File: src/rtl/mem_arb_pkg.sv
// Shared types for the memory-port arbiter: transaction owner and FSM state.
package mem_arb_pkg;

  typedef enum logic [1:0] {
    OWN_NONE,
    OWN_INSTR,
    OWN_DREAD,
    OWN_DWRITE
  } arb_owner_t;

  typedef enum logic {
    ARB_IDLE,
    ARB_BUSY
  } arb_state_t;

endpackage

File: src/rtl/mem_arbiter_if.sv
// Core-side request/ack channels plus the single memory port owned by mem_arbiter.
interface mem_arbiter_if #(
  parameter int unsigned XLEN = 32
);
  localparam int unsigned SEL_W = XLEN / 8;

  logic             i_re;
  logic [XLEN-1:0]  i_addr;
  logic             i_ack;
  logic [XLEN-1:0]  i_rdata;

  logic             dr_re;
  logic [XLEN-1:0]  dr_addr;
  logic             dr_ack;
  logic [XLEN-1:0]  dr_rdata;

  logic             dw_we;
  logic [XLEN-1:0]  dw_addr;
  logic [XLEN-1:0]  dw_wdata;
  logic [SEL_W-1:0] dw_sel;
  logic             dw_ack;

  logic             m_re;
  logic             m_we;
  logic [XLEN-1:0]  m_addr;
  logic [XLEN-1:0]  m_wdata;
  logic [SEL_W-1:0] m_sel;
  logic             m_ack;
  logic [XLEN-1:0]  m_rdata;

  logic             busy;

  // Arbiter view.
  modport slave (
    input  i_re, i_addr, dr_re, dr_addr, dw_we, dw_addr, dw_wdata, dw_sel,
    input  m_ack, m_rdata,
    output i_ack, i_rdata, dr_ack, dr_rdata, dw_ack,
    output m_re, m_we, m_addr, m_wdata, m_sel, busy
  );

  // Environment view: the three requesters and the memory together.
  modport master (
    output i_re, i_addr, dr_re, dr_addr, dw_we, dw_addr, dw_wdata, dw_sel,
    output m_ack, m_rdata,
    input  i_ack, i_rdata, dr_ack, dr_rdata, dw_ack,
    input  m_re, m_we, m_addr, m_wdata, m_sel, busy
  );

endinterface

File: src/rtl/arb_pick.sv
// Combinational winner select: write > read > fetch, unless the data streak forces a fetch.
module arb_pick
  import mem_arb_pkg::*;
(
  input  logic       instr_req_i,
  input  logic       dread_req_i,
  input  logic       dwrite_req_i,
  input  logic       streak_full_i,
  output arb_owner_t owner_c_o
);

  always_comb begin
    owner_c_o = OWN_NONE;
    if (instr_req_i && streak_full_i) begin
      owner_c_o = OWN_INSTR;
    end else if (dwrite_req_i) begin
      owner_c_o = OWN_DWRITE;
    end else if (dread_req_i) begin
      owner_c_o = OWN_DREAD;
    end else if (instr_req_i) begin
      owner_c_o = OWN_INSTR;
    end
  end

endmodule

File: src/rtl/mem_arbiter.sv
// One-at-a-time arbiter for fetch, data read and data write onto a single memory port.
// Data wins by default; the streak counter hands the port to a waiting fetch periodically.
module mem_arbiter
  import mem_arb_pkg::*;
#(
  parameter int unsigned XLEN        = 32,
  parameter int unsigned DATA_STREAK = 4
) (
  input  logic         clk,
  input  logic         reset_n,
  mem_arbiter_if.slave bus
);

  localparam int unsigned SEL_W    = XLEN / 8;
  localparam int unsigned STREAK_W = $clog2(DATA_STREAK + 1);
  localparam logic [STREAK_W-1:0] STREAK_MAX = STREAK_W'(DATA_STREAK);

  arb_state_t          state_q, state_d;
  arb_owner_t          owner_q, owner_d;
  arb_owner_t          pick_c;
  logic [STREAK_W-1:0] streak_q, streak_d;
  logic                m_re_q, m_re_d;
  logic                m_we_q, m_we_d;
  logic [XLEN-1:0]     m_addr_q, m_addr_d;
  logic [XLEN-1:0]     m_wdata_q, m_wdata_d;
  logic [SEL_W-1:0]    m_sel_q, m_sel_d;
  logic                streak_full_c;
  logic                i_ack_c, dr_ack_c, dw_ack_c;

  assign streak_full_c = (streak_q == STREAK_MAX);

  arb_pick u_pick (
    .instr_req_i   (bus.i_re),
    .dread_req_i   (bus.dr_re),
    .dwrite_req_i  (bus.dw_we),
    .streak_full_i (streak_full_c),
    .owner_c_o     (pick_c)
  );

  // State, owner, streak and latched memory-port registers.
  always_ff @(posedge clk or negedge reset_n) begin
    if (!reset_n) begin
      state_q   <= ARB_IDLE;
      owner_q   <= OWN_NONE;
      streak_q  <= '0;
      m_re_q    <= 1'b0;
      m_we_q    <= 1'b0;
      m_addr_q  <= '0;
      m_wdata_q <= '0;
      m_sel_q   <= '0;
    end else begin
      state_q   <= state_d;
      owner_q   <= owner_d;
      streak_q  <= streak_d;
      m_re_q    <= m_re_d;
      m_we_q    <= m_we_d;
      m_addr_q  <= m_addr_d;
      m_wdata_q <= m_wdata_d;
      m_sel_q   <= m_sel_d;
    end
  end

  // Grant in IDLE, wait for m_ack in BUSY; acks pass through in the m_ack cycle.
  always_comb begin
    state_d   = state_q;
    owner_d   = owner_q;
    streak_d  = streak_q;
    m_re_d    = m_re_q;
    m_we_d    = m_we_q;
    m_addr_d  = m_addr_q;
    m_wdata_d = m_wdata_q;
    m_sel_d   = m_sel_q;
    i_ack_c   = 1'b0;
    dr_ack_c  = 1'b0;
    dw_ack_c  = 1'b0;

    unique case (state_q)
      ARB_IDLE: begin
        if (pick_c != OWN_NONE) begin
          state_d   = ARB_BUSY;
          owner_d   = pick_c;
          m_sel_d   = '1;
          m_wdata_d = '0;
          unique case (pick_c)
            OWN_INSTR: begin
              m_re_d   = 1'b1;
              m_addr_d = bus.i_addr;
            end
            OWN_DREAD: begin
              m_re_d   = 1'b1;
              m_addr_d = bus.dr_addr;
            end
            OWN_DWRITE: begin
              m_we_d    = 1'b1;
              m_addr_d  = bus.dw_addr;
              m_wdata_d = bus.dw_wdata;
              m_sel_d   = bus.dw_sel;
            end
            default: ;
          endcase
          // Only data grants that bypass a waiting fetch extend the streak.
          if ((pick_c == OWN_INSTR) || !bus.i_re) begin
            streak_d = '0;
          end else if (!streak_full_c) begin
            streak_d = streak_q + STREAK_W'(1);
          end
        end
      end
      ARB_BUSY: begin
        if (bus.m_ack) begin
          i_ack_c  = (owner_q == OWN_INSTR);
          dr_ack_c = (owner_q == OWN_DREAD);
          dw_ack_c = (owner_q == OWN_DWRITE);
          state_d  = ARB_IDLE;
          owner_d  = OWN_NONE;
          m_re_d   = 1'b0;
          m_we_d   = 1'b0;
        end
      end
      default: state_d = ARB_IDLE;
    endcase
  end

  assign bus.i_ack    = i_ack_c;
  assign bus.dr_ack   = dr_ack_c;
  assign bus.dw_ack   = dw_ack_c;
  assign bus.i_rdata  = bus.m_rdata;
  assign bus.dr_rdata = bus.m_rdata;
  assign bus.m_re     = m_re_q;
  assign bus.m_we     = m_we_q;
  assign bus.m_addr   = m_addr_q;
  assign bus.m_wdata  = m_wdata_q;
  assign bus.m_sel    = m_sel_q;
  assign bus.busy     = (state_q == ARB_BUSY);

endmodule

File: src/flat_wrapper.sv
// flat-port wrapper written by rule: the top's interface ports become plain ports
module mem_arbiter_flat import mem_arb_pkg::*;
#(
  parameter int unsigned XLEN        = 32,
  parameter int unsigned DATA_STREAK = 4
)
  (clk, reset_n, bus_i_re, bus_i_addr, bus_dr_re, bus_dr_addr, bus_dw_we, bus_dw_addr, bus_dw_wdata, bus_dw_sel, bus_m_ack, bus_m_rdata, bus_i_ack, bus_i_rdata, bus_dr_ack, bus_dr_rdata, bus_dw_ack, bus_m_re, bus_m_we, bus_m_addr, bus_m_wdata, bus_m_sel, bus_busy);
  mem_arbiter_if #(.XLEN(XLEN)) bus_i ();
  input  logic clk;
  input  logic reset_n;
  input wire logic [$bits(bus_i.i_re)-1:0] bus_i_re;
  input wire logic [$bits(bus_i.i_addr)-1:0] bus_i_addr;
  input wire logic [$bits(bus_i.dr_re)-1:0] bus_dr_re;
  input wire logic [$bits(bus_i.dr_addr)-1:0] bus_dr_addr;
  input wire logic [$bits(bus_i.dw_we)-1:0] bus_dw_we;
  input wire logic [$bits(bus_i.dw_addr)-1:0] bus_dw_addr;
  input wire logic [$bits(bus_i.dw_wdata)-1:0] bus_dw_wdata;
  input wire logic [$bits(bus_i.dw_sel)-1:0] bus_dw_sel;
  input wire logic [$bits(bus_i.m_ack)-1:0] bus_m_ack;
  input wire logic [$bits(bus_i.m_rdata)-1:0] bus_m_rdata;
  output wire logic [$bits(bus_i.i_ack)-1:0] bus_i_ack;
  output wire logic [$bits(bus_i.i_rdata)-1:0] bus_i_rdata;
  output wire logic [$bits(bus_i.dr_ack)-1:0] bus_dr_ack;
  output wire logic [$bits(bus_i.dr_rdata)-1:0] bus_dr_rdata;
  output wire logic [$bits(bus_i.dw_ack)-1:0] bus_dw_ack;
  output wire logic [$bits(bus_i.m_re)-1:0] bus_m_re;
  output wire logic [$bits(bus_i.m_we)-1:0] bus_m_we;
  output wire logic [$bits(bus_i.m_addr)-1:0] bus_m_addr;
  output wire logic [$bits(bus_i.m_wdata)-1:0] bus_m_wdata;
  output wire logic [$bits(bus_i.m_sel)-1:0] bus_m_sel;
  output wire logic [$bits(bus_i.busy)-1:0] bus_busy;
  assign bus_i.i_re = bus_i_re;
  assign bus_i.i_addr = bus_i_addr;
  assign bus_i.dr_re = bus_dr_re;
  assign bus_i.dr_addr = bus_dr_addr;
  assign bus_i.dw_we = bus_dw_we;
  assign bus_i.dw_addr = bus_dw_addr;
  assign bus_i.dw_wdata = bus_dw_wdata;
  assign bus_i.dw_sel = bus_dw_sel;
  assign bus_i.m_ack = bus_m_ack;
  assign bus_i.m_rdata = bus_m_rdata;
  assign bus_i_ack = bus_i.i_ack;
  assign bus_i_rdata = bus_i.i_rdata;
  assign bus_dr_ack = bus_i.dr_ack;
  assign bus_dr_rdata = bus_i.dr_rdata;
  assign bus_dw_ack = bus_i.dw_ack;
  assign bus_m_re = bus_i.m_re;
  assign bus_m_we = bus_i.m_we;
  assign bus_m_addr = bus_i.m_addr;
  assign bus_m_wdata = bus_i.m_wdata;
  assign bus_m_sel = bus_i.m_sel;
  assign bus_busy = bus_i.busy;
  mem_arbiter #(.XLEN(XLEN), .DATA_STREAK(DATA_STREAK)) u_core (.clk(clk), .reset_n(reset_n), .bus(bus_i));
endmodule
File: config.mk
export PLATFORM = sky130hd
export DESIGN_NAME = mem_arbiter_flat
export DESIGN_NICKNAME = d
export VERILOG_FILES = /design/src/rtl/mem_arb_pkg.sv /design/src/rtl/mem_arbiter_if.sv /design/src/rtl/arb_pick.sv /design/src/rtl/mem_arbiter.sv /design/src/flat_wrapper.sv
export SDC_FILE = /design/constraint.sdc
export NUM_CORES = 1
export LEC_CHECK = 0
export CAP_MARGIN = 15
export CORE_AREA = 2 2 119 121
export CTS_BUF_LIST = sky130_fd_sc_hd__clkbuf_2
export DETAILED_ROUTE_END_ITERATION = 6
export DIE_AREA = 0 0 121 123
export GPL_ROUTABILITY_DRIVEN = 0
export PLACE_DENSITY = 0.74
export SLEW_MARGIN = 40
export SYNTH_ARGS = -nofsm -noshare
export SYNTH_HDL_FRONTEND = slang
export SYNTH_HIERARCHICAL = 1
export SYNTH_SLANG_ARGS = --single-unit
File: constraint.sdc
create_clock -name clk -period 3 [get_ports clk]
set_input_delay 0.45 -clock clk [delete_from_list [all_inputs] [get_ports clk]]
set_output_delay 0.45 -clock clk [all_outputs]
set_load 0.02 [all_outputs]
---- After elaboration in Yosys (flattened, before gate mapping) ----
Cells that the tools add are included.
storage, ports and cells
  register bits after elaboration ......... 76
  bits of input ports ..................... 170
  output and inout bits ................... 138
  logic and storage cells ................. 62
operators by class
  bitwise gates (word level) .............. 1
  $add $sub $neg .......................... 1
  muxes and demuxes ....................... 28
  eq/ne operators ......................... 12
  reductions and logical operators ........ 12
operator list
  cell                   count
  $pmux W32 S3           1
  $mux W32               1
  $mux W1                14
  $reduce_and A3 Y1      4
  $mux W2                5
  $eq A2 B2 Y1 const B   4
  $mux W3                2
  $ne A2 B2 Y1 const B   3
  $pmux W1 S2            3
  $eq A2 B1 Y1 const B   2
  $mux W4                1
  $ne A2 B1 Y1 const B   2
  $pmux W2 S2            1
  $reduce_and A2 Y1      2
  $add A3 B1 Y3 const B  1
  $eq A3 B3 Y1 const B   1
  $reduce_bool A3 Y1     1
  $reduce_bool A2 Y1     1
  $reduce_or A2 Y1       1
  $logic_and A1 B1 Y1    1
  $logic_not A1 Y1       1
  $logic_or A1 B1 Y1     1
  $not A1 Y1             1

---- Depth between registers and ports, before layout ----
Gate-level depths: netlist of the first run.
  depth in word-level cells ............... 9
  mapped depth ............................ 13
  gate-level depth less buffers ........... 10

---- Modules after synthesis ----
Netlist of the first run, hierarchy kept.
modules (own cells, without submodules)
  module       times used  cells each  area an instance (µm²)  sequential area each (µm²)
  mem_arbiter  1           460         4,241.6                 1,901.8
  arb_pick     1           4           22.5                    0.0

---- Worst setup path after synthesis of the first run ----
No wires, ideal clock.
  path kind ............................... reg2reg
  from .................................... reg u_core.streak_q[0]
  to ...................................... reg u_core.m_addr_q[14], in the netlist u_core/bus.m_addr[14]
  buffers on the path ..................... 3
  path slack .............................. 588 ps
  data arrival time ....................... 2,321 ps
  stages on the path, launching flop included .. 12
  clock period less this slack ............ 2,412 ps
  library setup time ...................... 92 ps
  data required time ...................... 2,908 ps
  cell sequence ........................... dfrtp_1 inv_1 ha_1 and2_1 a21oi_1 inv_1 ha_1 buf_6 or3_4 buf_6 buf_6 o31ai_2
on the way
  longest elaborated chain between the ends .. 6
  elaborated cells on any way between the ends .. 10
  those cells by class .................... eq/ne (4); mux (2); reduce/logical (4)
RTL lines
  what                                                 RTL line           RTL
  start: declaration                                   mem_arbiter.sv:21  logic [STREAK_W-1:0] streak_q, streak_d;
  start signal: assignment                             mem_arbiter.sv:54  streak_q <= streak_d;
  $eq A3 B3 Y1 *                                       mem_arbiter.sv:30  assign streak_full_c = (streak_q == STREAK_MAX);
  named net u_core.streak_full_c                       mem_arbiter.sv:27  logic streak_full_c;
  $logic_and A1 B1 Y1 *                                arb_pick.sv:14     if (instr_req_i && streak_full_i) begin
  $mux W2 *                                            arb_pick.sv:14
  named net u_core.pick_c[1]                           mem_arbiter.sv:20  arb_owner_t pick_c;
  $eq A2 B2 Y1 / $eq A2 B1 Y1 (equally long branches)  mem_arbiter.sv:84  unique case (pick_c)
  $reduce_bool A3 Y1 (no line)                         --
  $reduce_and A3 Y1 (no line)                          --
  end signal: assignment                               mem_arbiter.sv:57  m_addr_q <= m_addr_d;
  end: declaration                                     mem_arbiter.sv:24  logic [XLEN-1:0] m_addr_q, m_addr_d;
The timed path passes the listed nets; every way through them passes the cells marked *.
A chain may end at the register's enable or synchronous reset.

---- Final worst setup path of the first run ----
  from .................................... reg u_core.streak_q[0]
  to ...................................... reg u_core.m_addr_q[25], in the netlist u_core/bus.m_addr[25]
Same word-level chain as after synthesis.

==> results of run 1 <==
==> state kept, by name, indices dropped and copies added (netlist names) <==
name	cells
u_core/bus.busy	1
u_core/bus.m_addr	32
u_core/bus.m_re	1
u_core/bus.m_sel	4
u_core/bus.m_wdata	32
u_core/bus.m_we	1
u_core/owner_q	2
u_core/streak_q	3
==> power groups by stage <==
| stage | sequential [uW] | clock, uW | combinational, uW |
|---|---|---|---|
| floorplan | 1670 | 0 | 642 |
| global placement | 1400 | 0 | 1540 |
| detailed placement | 1410 | 0 | 1570 |
| CTS | 1390 | 545 | 1570 |
| global route | 1420 | 576 | 1670 |
| finish | 1390 | 506 | 1560 |
==> kinds of logic after synthesis <==
kind of cell / Yosys count
buf+inv: 112
flops: 76
fa+ha+maj: 8
compound gates: 81
mux: 3
simple gates: 184
==> worst max-delay path, delay by kind of cell (launching register included) <==
kind | cells | cell delay [ns]
AND/OR/NAND/NOR | 4 | 1.15
adder cells (fa/ha/maj) | 2 | 0.46
flip-flops | 1 | 0.44
AO/OA/AOI/OAI | 2 | 0.34
buffers and inverters | 2 | 0.19
==> through the flow <==
step	power, uW	worst slack (ns)	std cells
floorplan	2310	0.588	464
global placement	2940	0.308	763
detailed placement	2980	0.172	763
CTS	3510	0.175	780
global route	3670	0.0251	781
finish	3450	0.281	781
==> synth_stat cells <==
cell      number  area share [%]
o21ai_0        2            0.23
mux2i_1        3            0.70
nand3b_1       2            0.35
buf_2         10             1.2
o31ai_1        4            0.70
nor3_1         1            0.12
o21a_1         1            0.18
a31oi_1        4            0.59
and2_1         1            0.15
nor2b_1        2            0.29
buf_4         64              11
a21o_1         1            0.18
dfrtp_1       76              45
a221oi_1      32             6.6
a21oi_1        7            0.82
o31ai_2       28             8.2
ha_1           8             2.3
nand3_1       33             3.9
nand2_1       99             8.7
or2_2          2            0.29
clkbuf_1      19             1.7
nand2b_1       1            0.15
nor2_1        42             3.7
or3_4          1            0.26
buf_1          2            0.18
o22ai_1        2            0.29
buf_6          5             1.3
inv_1         12             1.1
==> metal layers <==
layer / part of all wire, % / vias to the layer above
met5: 0 / -
met4: 3.6 / 0
met3: 6.0 / 50
met2: 50 / 150
met1: 40 / 1759
li1: - / 1781
==> final cells by class <==
class / instances / area, um2
Antenna cell: 1 / 2.50
Sequential cell: 76 / 1900
Fill cell: 1292 / 7480
Multi-Input combinational cell: 276 / 1660
Clock inverter: 7 / 52.6
Tap cell: 180 / 225
Timing Repair Buffer: 220 / 2200
Inverter: 12 / 45.0
Clock buffer: 9 / 45.0
==> path summary, 6_finish.rpt <==
| path | start | end | slack (ns) | depth (start not counted) |
|---|---|---|---|---|
| max in group asynchronous | reset_n | u_core/bus.m_addr[15] | 2.04 | 2 |
| setup / recovery | u_core/streak_q[0] | u_core/bus.m_addr[25] | 0.28 | 10 |
| hold / removal | bus_dw_wdata[7] | u_core/bus.m_wdata[7] | 0.42 | 3 |
| min in group asynchronous | reset_n | u_core/bus.m_addr[0] | 0.47 | 2 |
| setup reg to reg | u_core/streak_q[0] | u_core/bus.m_addr[25] | 0.28 | 10 |
| hold reg to reg | u_core/bus.m_wdata[23] | u_core/bus.m_wdata[23] | 0.50 | 2 |
==> timing repair <==
item,4_1_cts,5_1_grt
setup endpoints to repair,0,18
hold endpoints to repair,76,0
hold buffers,1,0
gates resized for setup,0,1
==> impl_metrics.yaml, run 1 <==
status:
  outcome: "finished clean"
yosys:
  synth_area_um2: 4260
  synth_seq_cells: 76
  yosys_warnings: 6
  synthDistinctLibCells: 28
  synthMuxAreaShare_pct: 0.704
  synth_top_family_by_area: "simple AND/OR/NAND/NOR gates"
  syn_avg_cell_area_um2: 9.19
  synthesis.nets: 642
  synthAdderAreaFrac_pct: 2.35
  synthCells: 464
  synth-simple-area-share_pct: 17.9
  synth-compound-area-share_pct: 17.8
  synth_xor_area_share_pct: 0
  yosysSeqAreaShare_pct: 44.6
sta:
  fin_crit_sh_pct: 90.6
  whs_ns: 0.423
  grt_setup_unrepaired: "no"
  fin_crit_ns: 2.72
  fmax_ghz: 0.368
  tns_ns: 0
  slew_headroom_pct: 46.2
  finalHoldViolations: 0
  setup_viol: 0
  worstMarginPinSlew_ns: 0.807
  slew_viol_final: 0
  fin_worst_skew_ns: 0.0120
layout:
  area_delta_synth_final_pct: 43.8
  layout-drive-gt1-share_pct: 10.0
  final_core_util_pct: 45.0
  fin_area_um2: 6130
  mostFrequentLayoutCell: "clkdlybuf4s50_1"
  nets: 773
  final_cell_mix: "210 x clkdlybuf4s50_1, 99 x nand2_1, 76 x dfrtp_1"
placed_design:
  dpl-instance-area_um2: 6020
  port-buffer-count: 211
  dp_hpwl_mm: 9.12
floorplan:
  core-area_um2: 13600
  dieHeight_um: 123
  floorplan.initialDensity_pct: 31.3
  fp.dieArea_um2: 14900
  fp.dieW_um: 121
  pin_count: 308
  rows: 43
grt:
  use_met2_pct: 28.2
  grt_pass1_vias: 3794
  grt_max_degree: 77
  grt_busiest_layer: "met2"
  use_met3_pct: 2.44
  grt_pass1_wl_mm: 18.8
  antenna_found_initial: 1
  met1_usage_pct: 18.8
  grt-ovfl-total: 0
  grt_usage_pct: 16.2
critical_path:
  cp_slowest_cell: "or3_4"
  start_kind: "flip-flop"
  end_kind: "flip-flop"
  crit_top_cell: "inv_1"
  max_stage_delay_ns: 0.66
  path_cells: "inv_1 > ha_1 > and2_1 > nand2b_1 > a21o_1 > inv_1 > ha_2 > or3_4 > nand2_1 > o31ai_2"
  cp.required_ns: 3.45
  critical_path_class: "flip-flop to flip-flop"
  cp.arrival_ns: 3.16
  crit_fanout: 64
route:
  ant_nets: 0
  drtIter0Drc: 298
  via_per_inst: 4.79
  first_pass_iters: 5
  vias: 3740
  wl_per_cell_um: 15.8
  drc: 0
  wirelength_mm: 12.3
pwr:
  p_switching_uw: 1330
  seq_power_share_pct: 40.2
  pwr-share-clk_pct: 14.7
  ir_drop_mv: 0.221
  p_leak_uw: 0.00265
  p_int_uw: 2120
  switching_share_pct: 38.5
  power_density_nw_per_um2: 563
  power_frac_comb_pct: 45.1
cts:
  cts_tree: "yes"
  clockBufferDepth: 2
  clock_latency_ns: 0.53
  postCtsSetupBuffers: 0
  cts_made_buffers: 9
  ctsRootBufferMaster: "clkbuf_2"
  ctsHtreeMaxLevel: 3
  cts_sinks: 76
  cts.clk_slew.worst_paths_ns: 0.22
flow_run:
  maxCapViolations: 0
hold_path:
  hp-class: "input pin to flip-flop"
Note: power is estimated with default switching activity, not from simulation.
==> inputs of run 2 (changes only) <==
Settings changed: MAX_ROUTING_LAYER set to met4.
==> impl_metrics.yaml, run 2 (synthesis results as in run 1) <==
critical_path:
  start_kind: "flip-flop"
  cp.arrival_ns: 3.18
  cp.required_ns: 3.45
  r2r_setup_slack_ns: 0.27
  crit_top_cell: "inv_1"
  end_kind: "flip-flop"
  crit_fanout: 64
  r2r-start: "u_core/streak_q[0]"
  r2r_end: "u_core/bus.m_addr[25]"
  r2r_cells: 10
  critical_path_class: "flip-flop to flip-flop"
  path_cells: "inv_1 > ha_1 > and2_1 > nand2b_1 > a21o_1 > inv_1 > ha_2 > or3_4 > nand2_1 > o31ai_2"
  max_stage_delay_ns: 0.66
  cp_slowest_cell: "or3_4"
layout:
  nets: 773
  instances_no_fill: 781
  layout-drive-gt1-share_pct: 10.0
  final_cell_mix: "210 x clkdlybuf4s50_1, 99 x nand2_1, 76 x dfrtp_1"
  multiInputGateArea_um2: 1660
  area_delta_synth_final_pct: 43.8
  nFillCells: 1292
  mostFrequentLayoutCell: "clkdlybuf4s50_1"
  regArea_um2: 1900
cts:
  cts_made_buffers: 9
  cts.clk_slew.worst_paths_ns: 0.22
  clockBufferDepth: 2
  postCtsSetupBuffers: 0
  ctsRootBufferMaster: "clkbuf_2"
  clock_latency_ns: 0.53
  ctsHtreeMaxLevel: 3
  cts_tree: "yes"
  cts_sinks: 76
sta:
  grt_setup_unrepaired: "no"
  fin_worst_skew_ns: 0.00997
  fmax_ghz: 0.366
  tns_ns: 0
  slew_headroom_pct: 46.1
  setup_viol: 0
  slew_viol_final: 0
  finalHoldViolations: 0
  fin_crit_ns: 2.73
  worstMarginPinSlew_ns: 0.808
  fin_crit_sh_pct: 91.0
grt:
  grt_pass1_wl_mm: 18.8
  antenna_found_initial: 1
  grt_max_degree: 77
  grt_usage_pct: 16.6
  grt-ovfl-total: 0
  grt_pass1_vias: 3787
route:
  wl_per_cell_um: 15.8
  wirelength_mm: 12.3
  ant_nets: 0
  drtIter0Drc: 258
  drc: 0
  first_pass_iters: 5
  vias: 3748
  via_per_inst: 4.80
floorplan:
  rows: 43
  dieHeight_um: 123
  pin_count: 308
  fp.dieW_um: 121
  floorplan.initialDensity_pct: 31.3
  fp.dieArea_um2: 14900
  core-area_um2: 13600
hold_path:
  hold_depth: 3
  hp-class: "input pin to flip-flop"
  holdPathEnd: "u_core/bus.m_wdata[7]"
  min_from: "bus_dw_wdata[7]"
pwr:
  power_density_nw_per_um2: 564
  ir_drop_mv: 0.221
  p_leak_uw: 0.00265
  power_uw: 3460
flow_run:
  maxCapViolations: 0
status:
  outcome: "finished clean"
placed_design:
  port-buffer-count: 211
  dp_cells: 763
  dp_hpwl_mm: 9.12
run 2: cell counts in the layout (fill, tap and decap cells not counted):
No cell type changed its count.
run 2: area by class of cell:
type                            count  area share, %
Timing Repair Buffer              220           35.8
Clock inverter                      7          0.857
Antenna cell                        1         0.0408
Inverter                           12          0.735
Tap cell                          180           3.67
Clock buffer                        9          0.735
Multi-Input combinational cell    276           27.1
Sequential cell                    76           31.0
run 2: layer usage:
| metal | wire [um] | vias to the layer above | global-route usage (%) |
|---|---|---|---|
| met5 | 0 | - | - |
| met4 | 436 | 0 | 9.59 |
| met3 | 747 | 52 | 2.35 |
| met2 | 6220 | 150 | 28.3 |
| met1 | 4940 | 1764 | 18.8 |
| li1 | - | 1782 | - |
run 2: repair_timing:
action / CTS / global route
resized for setup: 0 / 1
endpoints found under the setup margin: 0 / 18
hold buffers: 1 / 0
hold endpoints to repair: 76 / 0
run 2: power by group:
part           switching [uW]  internal [uW]
clock                     396            114
combinational             802            757
sequential                136           1250
total                    1330           2120
run 2: worst max-delay path by stage:
stage | start | end | slack (ns) | cells past startpoint
after detailed placement | bus_i_re | u_core/bus.m_addr[2] | 0.17 | 6
after global placement | bus_dr_re | u_core/bus.m_addr[27] | 0.31 | 8
final | u_core/streak_q[0] | u_core/bus.m_addr[25] | 0.27 | 10
after floorplan | u_core/streak_q[0] | u_core/bus.m_addr[14] | 0.59 | 11
after global routing | u_core/streak_q[0] | u_core/bus.m_addr[25] | 0.03 | 10
after CTS | u_core/streak_q[0] | u_core/bus.m_addr[2] | 0.17 | 9
run 2: metrics by stage:
step	hold slack, ns	util [%]	setup WS [ns]	area [um2]
global placement	0.450	44.2	0.308	6010
detailed placement	0.459	44.2	0.172	6020
floorplan	0.154	-	0.588	4260
finish	0.421	45.0	0.269	6130
global route	0.368	45.0	0.0251	6130
CTS	0.338	45.0	0.175	6120
run 2: worst max-delay path: cells and delay by family (launching register included):
| family | cells | cell delay (ns) |
|---|---|---|
| simple gates | 4 | 1.16 |
| flops | 1 | 0.44 |
| buf+inv | 2 | 0.19 |
| fa+ha+maj | 2 | 0.46 |
| compound gates | 2 | 0.33 |
==> inputs of run 3 (changes only) <==
Clock period 3 ns to 2.9 ns, I/O delays scaled along.
==> impl_metrics.yaml, run 3 (synthesis results as in run 1) <==
grt:
  grt_usage_pct: 16.6
  met1_usage_pct: 18.8
  use_met2_pct: 28.5
  use_met3_pct: 3.00
  grt_pass1_vias: 3827
  grt_busiest_layer: "met2"
  grt_max_degree: 77
  grt_pass1_wl_mm: 19.1
  antenna_found_initial: 1
  grt-ovfl-total: 0
floorplan:
  pin_count: 308
  fp.dieArea_um2: 14900
  floorplan.initialDensity_pct: 31.3
  core-area_um2: 13600
  fp.dieW_um: 121
  rows: 43
  dieHeight_um: 123
critical_path:
  end_kind: "flip-flop"
  cp.required_ns: 3.32
  r2r_setup_slack_ns: 0.18
  critical_path_class: "flip-flop to flip-flop"
  r2r_end: "u_core/bus.m_addr[23]"
  r2r_cells: 9
  crit_fanout: 64
  r2r-start: "u_core/streak_q[0]"
  start_kind: "flip-flop"
  cp.arrival_ns: 3.14
cts:
  cts.clk_slew.worst_paths_ns: 0.27
  postCtsSetupBuffers: 0
  ctsHtreeMaxLevel: 3
  ctsRootBufferMaster: "clkbuf_2"
  clock_latency_ns: 0.53
  cts_sinks: 76
  clockBufferDepth: 2
  cts_made_buffers: 9
  cts_tree: "yes"
route:
  wl_per_cell_um: 15.7
  ant_nets: 0
  wirelength_mm: 12.3
  drtIter0Drc: 228
  vias: 3781
  via_per_inst: 4.84
  first_pass_iters: 4
  drc: 0
placed_design:
  pre_cts_slack_ns: 0.213
  port-buffer-count: 211
  dpl-instance-area_um2: 6050
  dp_hpwl_mm: 9.06
sta:
  slew_viol_final: 0
  fmax_ghz: 0.367
  slew_headroom_pct: 46.3
  finalHoldViolations: 0
  grt_setup_unrepaired: "no"
  fin_crit_ns: 2.72
  finalWorstSetupSlack_ns: 0.177
  worstMarginPinSlew_ns: 0.806
  tns_ns: 0
  setup_viol: 0
  fin_crit_sh_pct: 93.9
  fin_worst_skew_ns: 0.0480
status:
  outcome: "finished clean"
layout:
  layout-drive-gt1-share_pct: 9.98
  final_cell_mix: "210 x clkdlybuf4s50_1, 99 x nand2_1, 76 x dfrtp_1"
  mostFrequentLayoutCell: "clkdlybuf4s50_1"
  nets: 774
  fin_area_um2: 6160
  area_delta_synth_final_pct: 44.6
pwr:
  p_leak_uw: 0.00266
  power_density_nw_per_um2: 584
  ir_drop_mv: 0.189
  power_uw: 3600
hold_path:
  holdPathEnd: "u_core/bus.m_wdata[8]"
  min_from: "bus_dw_wdata[8]"
  hp-class: "input pin to flip-flop"
  hold_depth: 3
flow_run:
  maxCapViolations: 0
==> run 3: area by class of cell <==
type / instances / area (um2)
inverters: 12 / 45.0
flip-flops and latches: 76 / 1900
fillers: 1303 / 7450
clock buffers: 9 / 45.0
repair buffers: 221 / 2230
diodes: 1 / 2.50
well taps: 180 / 225
multi-input cells: 276 / 1660
clock inverters: 7 / 57.6
==> run 3: critical path, cell delays in order (launching register included) <==
cell and delay (ns):
dfrtp_1 0.46, inv_1 0.07, ha_1 0.15, and2_1 0.20, nand2b_1 0.13, a21o_1 0.21, inv_1 0.10, ha_1 0.22
or3_4 0.68, o31ai_2 0.36
==> run 3: worst max path at each step <==
stage          slack [ns]                    end                from  cells past startpoint
2_1_floorplan        0.49  u_core/bus.m_addr[14]  u_core/streak_q[0]                     11
3_3_place_gp         0.32  u_core/bus.m_addr[27]           bus_dr_re                      8
3_5_place_dp         0.21   u_core/bus.m_addr[0]           bus_dr_re                      7
4_1_cts              0.19  u_core/bus.m_addr[11]  u_core/streak_q[0]                      9
5_1_grt             0.005  u_core/bus.m_addr[11]  u_core/streak_q[1]                      9
6_report             0.18  u_core/bus.m_addr[23]  u_core/streak_q[0]                      9
==> run 3: what timing repair did <==
item	CTS	global route
endpoints found under the hold margin	76	0
hold buffers	1	0
gates resized for setup	0	0
==> run 3: metrics by stage <==
| step | cells | utilization [%] | hold WS (ns) |
|---|---|---|---|
| after floorplan | 464 | - | 0.139 |
| after global placement | 764 | 44.4 | 0.451 |
| after detailed placement | 764 | 44.4 | 0.457 |
| after CTS | 781 | 45.3 | 0.315 |
| after global routing | 782 | 45.3 | 0.320 |
| final | 782 | 45.3 | 0.396 |
==> run 3: layer usage <==
metal	up-vias	share of wire, %
li1	1788	-
met1	1817	40
met2	129	52
met3	47	5.3
met4	0	2.8
met5	-	0
==> run 3: where the power goes <==
part	internal (uW)	total [uW]	leakage, uW	switching [uW]
clock network	125	544	0.0000608	419
registers	1300	1430	0.000957	139
logic	791	1620	0.00164	829
